[config.mk]
export PLATFORM = sky130hd
export DESIGN_NAME = pc_sequencer
export DESIGN_NICKNAME = d
export VERILOG_FILES = /design/src/rtl/pc_sequencer.sv
export SDC_FILE = /design/constraint.sdc
export NUM_CORES = 1
export LEC_CHECK = 0
export ABC_AREA = 0
export CORE_ASPECT_RATIO = 0.5
export CORE_UTILIZATION = 33
export DETAILED_ROUTE_END_ITERATION = 6
export PLACE_DENSITY = 0.78
export REMOVE_ABC_BUFFERS = 1
export SYNTH_ARGS = -nofsm -noshare
export SYNTH_HDL_FRONTEND = slang
export SYNTH_SLANG_ARGS = --single-unit
[constraint.sdc]
create_clock -name clk -period 2.16 [get_ports clk]
set_input_delay 0.54 -clock clk [delete_from_list [all_inputs] [get_ports clk]]
set_output_delay 0.54 -clock clk [all_outputs]
set_load 0.005 [all_outputs]
[src/rtl/pc_sequencer.sv]
// rtl/pc_sequencer.sv - fetch sequencer and next-PC controller (optional exceptions via PC_SEQ_EXC_EN)
module pc_sequencer #(
   parameter logic [31:0] RESET_VECTOR = 32'h0000_0000,
   parameter logic [31:0] EXC_VECTOR   = 32'h0000_0080
) (
   input  logic        clk,
   input  logic        rst,
   input  logic [31:0] pc,
   output logic [31:0] pc_next,
   output logic        imem_req,
   output logic [31:0] imem_addr,
   input  logic        imem_ready,
   input  logic [31:0] imem_rdata,
   output logic        instr_valid,
   output logic [31:0] instr,
   input  logic        stall,
   input  logic        redirect_valid,
   input  logic [31:0] redirect_target,
   input  logic        exc_req,
   input  logic        eret,
   output logic [31:0] epc
);

   localparam logic [1:0] ST_BOOT  = 2'd0;
   localparam logic [1:0] ST_FETCH = 2'd1;
   localparam logic [1:0] ST_HOLD  = 2'd2;

   logic [1:0]  state_q, state_d;
   logic [31:0] instr_q, instr_d;
   logic        instr_valid_q, instr_valid_d;
   logic        retire;
   logic        take_exc;
   logic        take_eret;
   logic [31:0] retire_target;

   // The only cycle that may move the PC is the un-stalled HOLD cycle.
   assign retire = (state_q == ST_HOLD) && !stall;

`ifdef PC_SEQ_EXC_EN
   logic [31:0] epc_q;
   logic        misaligned;

   // A misaligned redirect is promoted to an exception, below exc_req and eret in priority.
   assign misaligned = redirect_valid && (redirect_target[1:0] != 2'b00);
   assign take_exc   = exc_req || (!eret && misaligned);
   assign take_eret  = !exc_req && eret;

   // Capture the faulting PC when an exception retires.
   always_ff @(posedge clk or posedge rst) begin
      if (rst) begin
         epc_q <= 32'h0;
      end else if (retire && take_exc) begin
         epc_q <= pc;
      end
   end

   assign epc = epc_q;
`else
   logic unused_in;

   // Exception inputs and the low target bits have no effect in this build.
   assign unused_in = ^{exc_req, eret, redirect_target[1:0]};
   assign take_exc  = 1'b0;
   assign take_eret = 1'b0;
   assign epc       = 32'h0;
`endif

   // Retire target priority: exception, eret, redirect (word aligned), sequential.
   always_comb begin
      retire_target = pc + 32'd4;
      if (take_exc) begin
         retire_target = EXC_VECTOR;
      end else if (take_eret) begin
         retire_target = epc;
      end else if (redirect_valid) begin
         retire_target = {redirect_target[31:2], 2'b00};
      end
   end

   // FSM next state, instruction capture and next-PC selection.
   always_comb begin
      state_d       = state_q;
      instr_d       = instr_q;
      instr_valid_d = instr_valid_q;
      pc_next       = pc;
      imem_req      = 1'b0;
      case (state_q)
         ST_BOOT: begin
            pc_next = RESET_VECTOR;
            state_d = ST_FETCH;
         end
         ST_FETCH: begin
            imem_req = 1'b1;
            if (imem_ready) begin
               instr_d       = imem_rdata;
               instr_valid_d = 1'b1;
               state_d       = ST_HOLD;
            end
         end
         ST_HOLD: begin
            if (!stall) begin
               pc_next       = retire_target;
               instr_valid_d = 1'b0;
               state_d       = ST_FETCH;
            end
         end
         default: begin
            pc_next       = RESET_VECTOR;
            instr_valid_d = 1'b0;
            state_d       = ST_BOOT;
         end
      endcase
   end

   // State registers; reset abandons any fetch in flight immediately.
   always_ff @(posedge clk or posedge rst) begin
      if (rst) begin
         state_q       <= ST_BOOT;
         instr_q       <= 32'h0;
         instr_valid_q <= 1'b0;
      end else begin
         state_q       <= state_d;
         instr_q       <= instr_d;
         instr_valid_q <= instr_valid_d;
      end
   end

   assign imem_addr   = pc;
   assign instr       = instr_q;
   assign instr_valid = instr_valid_q;

endmodule

== After elaboration in Yosys (flattened, before gate mapping) ==
Index checks and enable logic that the tools add are counted.
Word-level totals
  word-level logic and storage cells: 23
  output and inout bits: 130
  input port bits: 103
  flip-flop bits (word level): 35
Cells by class
  add/sub/neg operators: 1
  reductions and logical operators: 4
  bitwise logic cells: 1
  equal/unequal tests: 4
  muxes and demuxes: 10
Operator list (count)
  $mux 32: 2
  $pmux 32 s2: 1
  $add 32x3->32 const B: 1
  $pmux 2 s3: 1
  $mux 2: 2
  $ne 2x2->1 const B: 2
  $reduce_and 2->1: 2
  $mux 1: 3
  $pmux 1 s3: 1
  $reduce_and 3->1: 1
  $eq 2x1->1 const B: 1
  $eq 2x2->1 const B: 1
  $logic_not 2->1: 1
  $not 1->1: 1

== Depth between registers and ports, before layout ==
  depth after elaboration: 4
  depth in mapped cells: 9
  depth with buffers taken out: 7

== Least setup slack after synthesis ==
Ideal clock, no wire load.
  path kind: input to output
  start: input port pc[7]
  end: output port pc_next[27]
  arrival: 1.790 ns
  setup slack: -0.170 ns
  data required time: 1.620 ns
  cell stages on the path: 6
  path through: clkbuf_2 -> nand3_2 -> nor3_4 -> nand3_2 -> and3_1 -> or3_1
Between the ends
  cells in the longest elaborated chain, start to end: 4
Ends and longest elaborated chain
  from (decl): RTL line 8  | input logic [31:0] pc,
  $add 32x3->32: RTL line 70  | retire_target = pc + 32'd4;
  $mux 32: RTL line 75  | end else if (redirect_valid) begin
  $mux 32: RTL line 101  | if (!stall) begin
  $pmux 32 s2: RTL line 87  | case (state_q)
  to (decl): RTL line 9  | output logic [31:0] pc_next,
No other way between the ends.

== Worst setup path after layout ==
  start: input port pc[3]
  end: output port pc_next[24]
The elaborated chain is that of the path after synthesis.

==> results.json <==
{
  "crit_path_start_kind": "input port",
  "synth_top_area_share_pct": 25.4,
  "avgRoutedWirePerCell_um": 19.7,
  "coreArea_um2": 9790,
  "setup_viol": 32,
  "synth_warnings": 0,
  "grt_pass1_wl_um": 23200,
  "port_buffers": 196,
  "post-place-ws_ns": -1.31,
  "yosysTopAreaCell": "dfrtp_1",
  "met3_usage_pct": 5.34,
  "finalWeightedCongestion": 0.929,
  "synth_fa_ha_area_share_pct": 1.81,
  "worstPathArrival_ns": 2.08,
  "grt_usage_pct": 26.8,
  "power_density_nw_per_um2": 871,
  "gr-total-overflow": 0,
  "die_w_um": 147,
  "violations": "setup timing",
  "clk_latency_ns": 0.27,
  "hold_viol": 0,
  "min_period_ns": 2.62,
  "antenna_found_initial": 0,
  "syn_area_per_cell_um2": 8.19,
  "area_delta_synth_final_pct": 105,
  "synth_edf_count": 0,
  "root_buffer": "clkbuf_16",
  "synth_most_common_cell": "buf_4",
  "first_iter_violations": 482,
  "fin_ws_ns": -0.460,
  "rsz0062_at_grt": "yes",
  "slowest_stage": "buf_4",
  "final-max-slew-violation-count": 0,
  "synth_cell_types": 58,
  "synth_seq_cells": 35,
  "netlist_instances": 421,
  "synthMuxAreaShare_pct": 13.7,
  "grt_pass1_vias": 4681,
  "clock_sinks": 35,
  "first_pass_iters": 6,
  "ys_top_cells_by_area": "dfrtp_1, buf_4, mux2_2, o21ai_0, nand2_1",
  "synth_compound_area_share_pct": 18.7,
  "vias": 4807,
  "hold_ws_ns": 0.499,
  "initial_core_util_pct": 35.2,
  "finClkSkew_ns": 0.00278,
  "fin_nets": 831,
  "ctsHoldBuffers": 0,
  "p_leak_uw": 0.00320,
  "post-dp-hpwl_um": 10100,
  "clk_path_buf_depth": 2,
  "ioPinCount": 233,
  "cts_made_buffers": 5,
  "synth_top_family_by_area": "simple AND/OR/NAND/NOR gates",
  "synth_top_cells_by_count": "buf_4, nand2_1, o21ai_0",
  "ys.flop_type": "dfrtp_1",
  "htreeDepth": 2,
  "ys_seq_area_share_pct": 25.4,
  "timing.setup.tns_ns": -10.00,
  "async_reset_ff_share_pct": 100,
  "worstPathRequired_ns": 1.62,
  "num_rows": 25,
  "status": "finished with violations",
  "slowest_delay_ns": 0.23,
  "clk_pin_slew_ns": 0.05,
  "maxCapViolations": 0,
  "final_antenna_net_count": 0,
  "grt_max_degree": 36,
  "crit_chain": "buf_8, ha_4, nand4_1, buf_4, nor4_4, buf_4, nand4_1, mux2i_1, a21oi_1, buf_2",
  "die_h_um": 74.3,
  "gr-usage-met2_pct": 48.4,
  "via_per_inst": 5.60,
  "globalRoute.busiestLayer": "met2",
  "dieArea_um2": 10900,
  "cp_max_fo": 3,
  "grt_util_met1_pct": 31.1,
  "multi_input_area_um2": 2620,
  "min-delay-path-class": "flop to flop",
  "wirelength_um": 16900,
  "synth_area_um2": 3450,
  "synthXorXnorAreaFrac_pct": 0.254,
  "layout.area.seq_um2": 876,
  "final_layout_size_suffix_gt1_share_pct": 47.0,
  "path_class": "input port to output port",
  "synth-simple-area-share_pct": 22.0,
  "fmax_mhz": 382,
  "nFillCells": 619,
  "n_antenna_cell": 0,
  "min_period_over_period_pct": 121,
  "cp-end-kind": "output port",
  "drc": 0,
  "ir_worst_vdd_uv": 702,
  "cts_tree": "done"
}
## cell families (layout without fill, tap and decap cells)
logic type	count (synthesis)	in the layout
flops	35	35
mux	43	43
other cells	1	32
fa+ha+maj	5	5
compound gates	101	101
buf+inv	95	366
xor+xnor	1	1
simple gates	140	140
## flip-flops by register name, indices dropped and copies added (netlist names)
signal,flops
instr_valid,1
state_q,2
instr,32
## layout make-up
class                           instances  share of cell area (%)
Clock buffer                            6                    1.97
Timing Repair Buffer                  351                    45.5
Multi-Input combinational cell        322                    37.2
Tap cell                              135                    2.39
Inverter                                8                   0.461
Sequential cell                        35                    12.4
Clock inverter                          1                  0.0709
## through the flow
stage / cells / utilization (%) / cell area, um^2 / power [uW]
5_1_grt: 858 / 72.1 / 7060 / 6490
6_report: 858 / 72.1 / 7060 / 6150
2_1_floorplan: 365 / - / 2970 / 2360
3_5_place_dp: 800 / 60.5 / 5920 / 4500
4_1_cts: 846 / 68.4 / 6700 / 5730
3_3_place_gp: 800 / 60.5 / 5920 / 4430
## worst max-delay path: cells and delay by family
kind	cells	cell delay, ns
buf+inv	4	0.65
simple gates	3	0.44
compound gates	1	0.18
mux	1	0.14
fa+ha+maj	1	0.12
## worst paths after layout
kind,from,to,slack [ns],depth (start not counted)
setup / recovery,pc[3],pc_next[24],-0.46,10
hold / removal,instr[23]$_DFFE_PP0P_,instr[23]$_DFFE_PP0P_,0.50,1
setup reg to reg,state_q[1]$_DFFE_PP0P_,instr[12]$_DFFE_PP0P_,0.36,8
hold reg to reg,instr[23]$_DFFE_PP0P_,instr[23]$_DFFE_PP0P_,0.50,1
max in group asynchronous,rst,instr[28]$_DFFE_PP0P_,1.15,3
min in group asynchronous,rst,instr[19]$_DFFE_PP0P_,0.69,3
## where the power goes
group | switching [uW] | leakage [uW] | internal [uW] | total, uW
Clock | 241 | 0.0000727 | 449 | 690
Combinational | 1790 | 0.00271 | 2520 | 4300
Sequential | 165 | 0.000415 | 993 | 1160
## cells in the final DEF, fill, tap and decap left out, drive strengths merged, types with 3 or more instances in the layout
cell type      Yosys  layout
buf               72     208
clkdlybuf4s50      0     131
nand2             43      43
o21ai             37      37
dfrtp             35      35
mux2              34      34
conb               1      32
nor2              28      28
a22oi             16      16
a21oi             14      14
nand3             13      13
nand4             11      11
mux2i              9       9
dlygate4sd2        0       9
nor4               9       9
and2               8       8
inv                8       8
clkbuf            15       7
and3               7       7
a31oi              6       6
nor2b              5       5
nor3               5       5
ha                 5       5
a21boi             4       4
a32o               3       3
nand2b             3       3
o311ai             3       3
## what timing repair did
action | CTS | global route
resized for setup | 393 | 59
setup buffers | 42 | 16
pin swaps | 61 | 45
endpoints found under the setup margin | 59 | 33
## routing by layer
layer | wire length [um] | vias up
met2 | 7920 | 391
met3 | 1630 | 137
met1 | 6250 | 2247
met5 | 0 | -
li1 | - | 2032
met4 | 1090 | 0
Note: power is estimated with default switching activity, not from simulation.
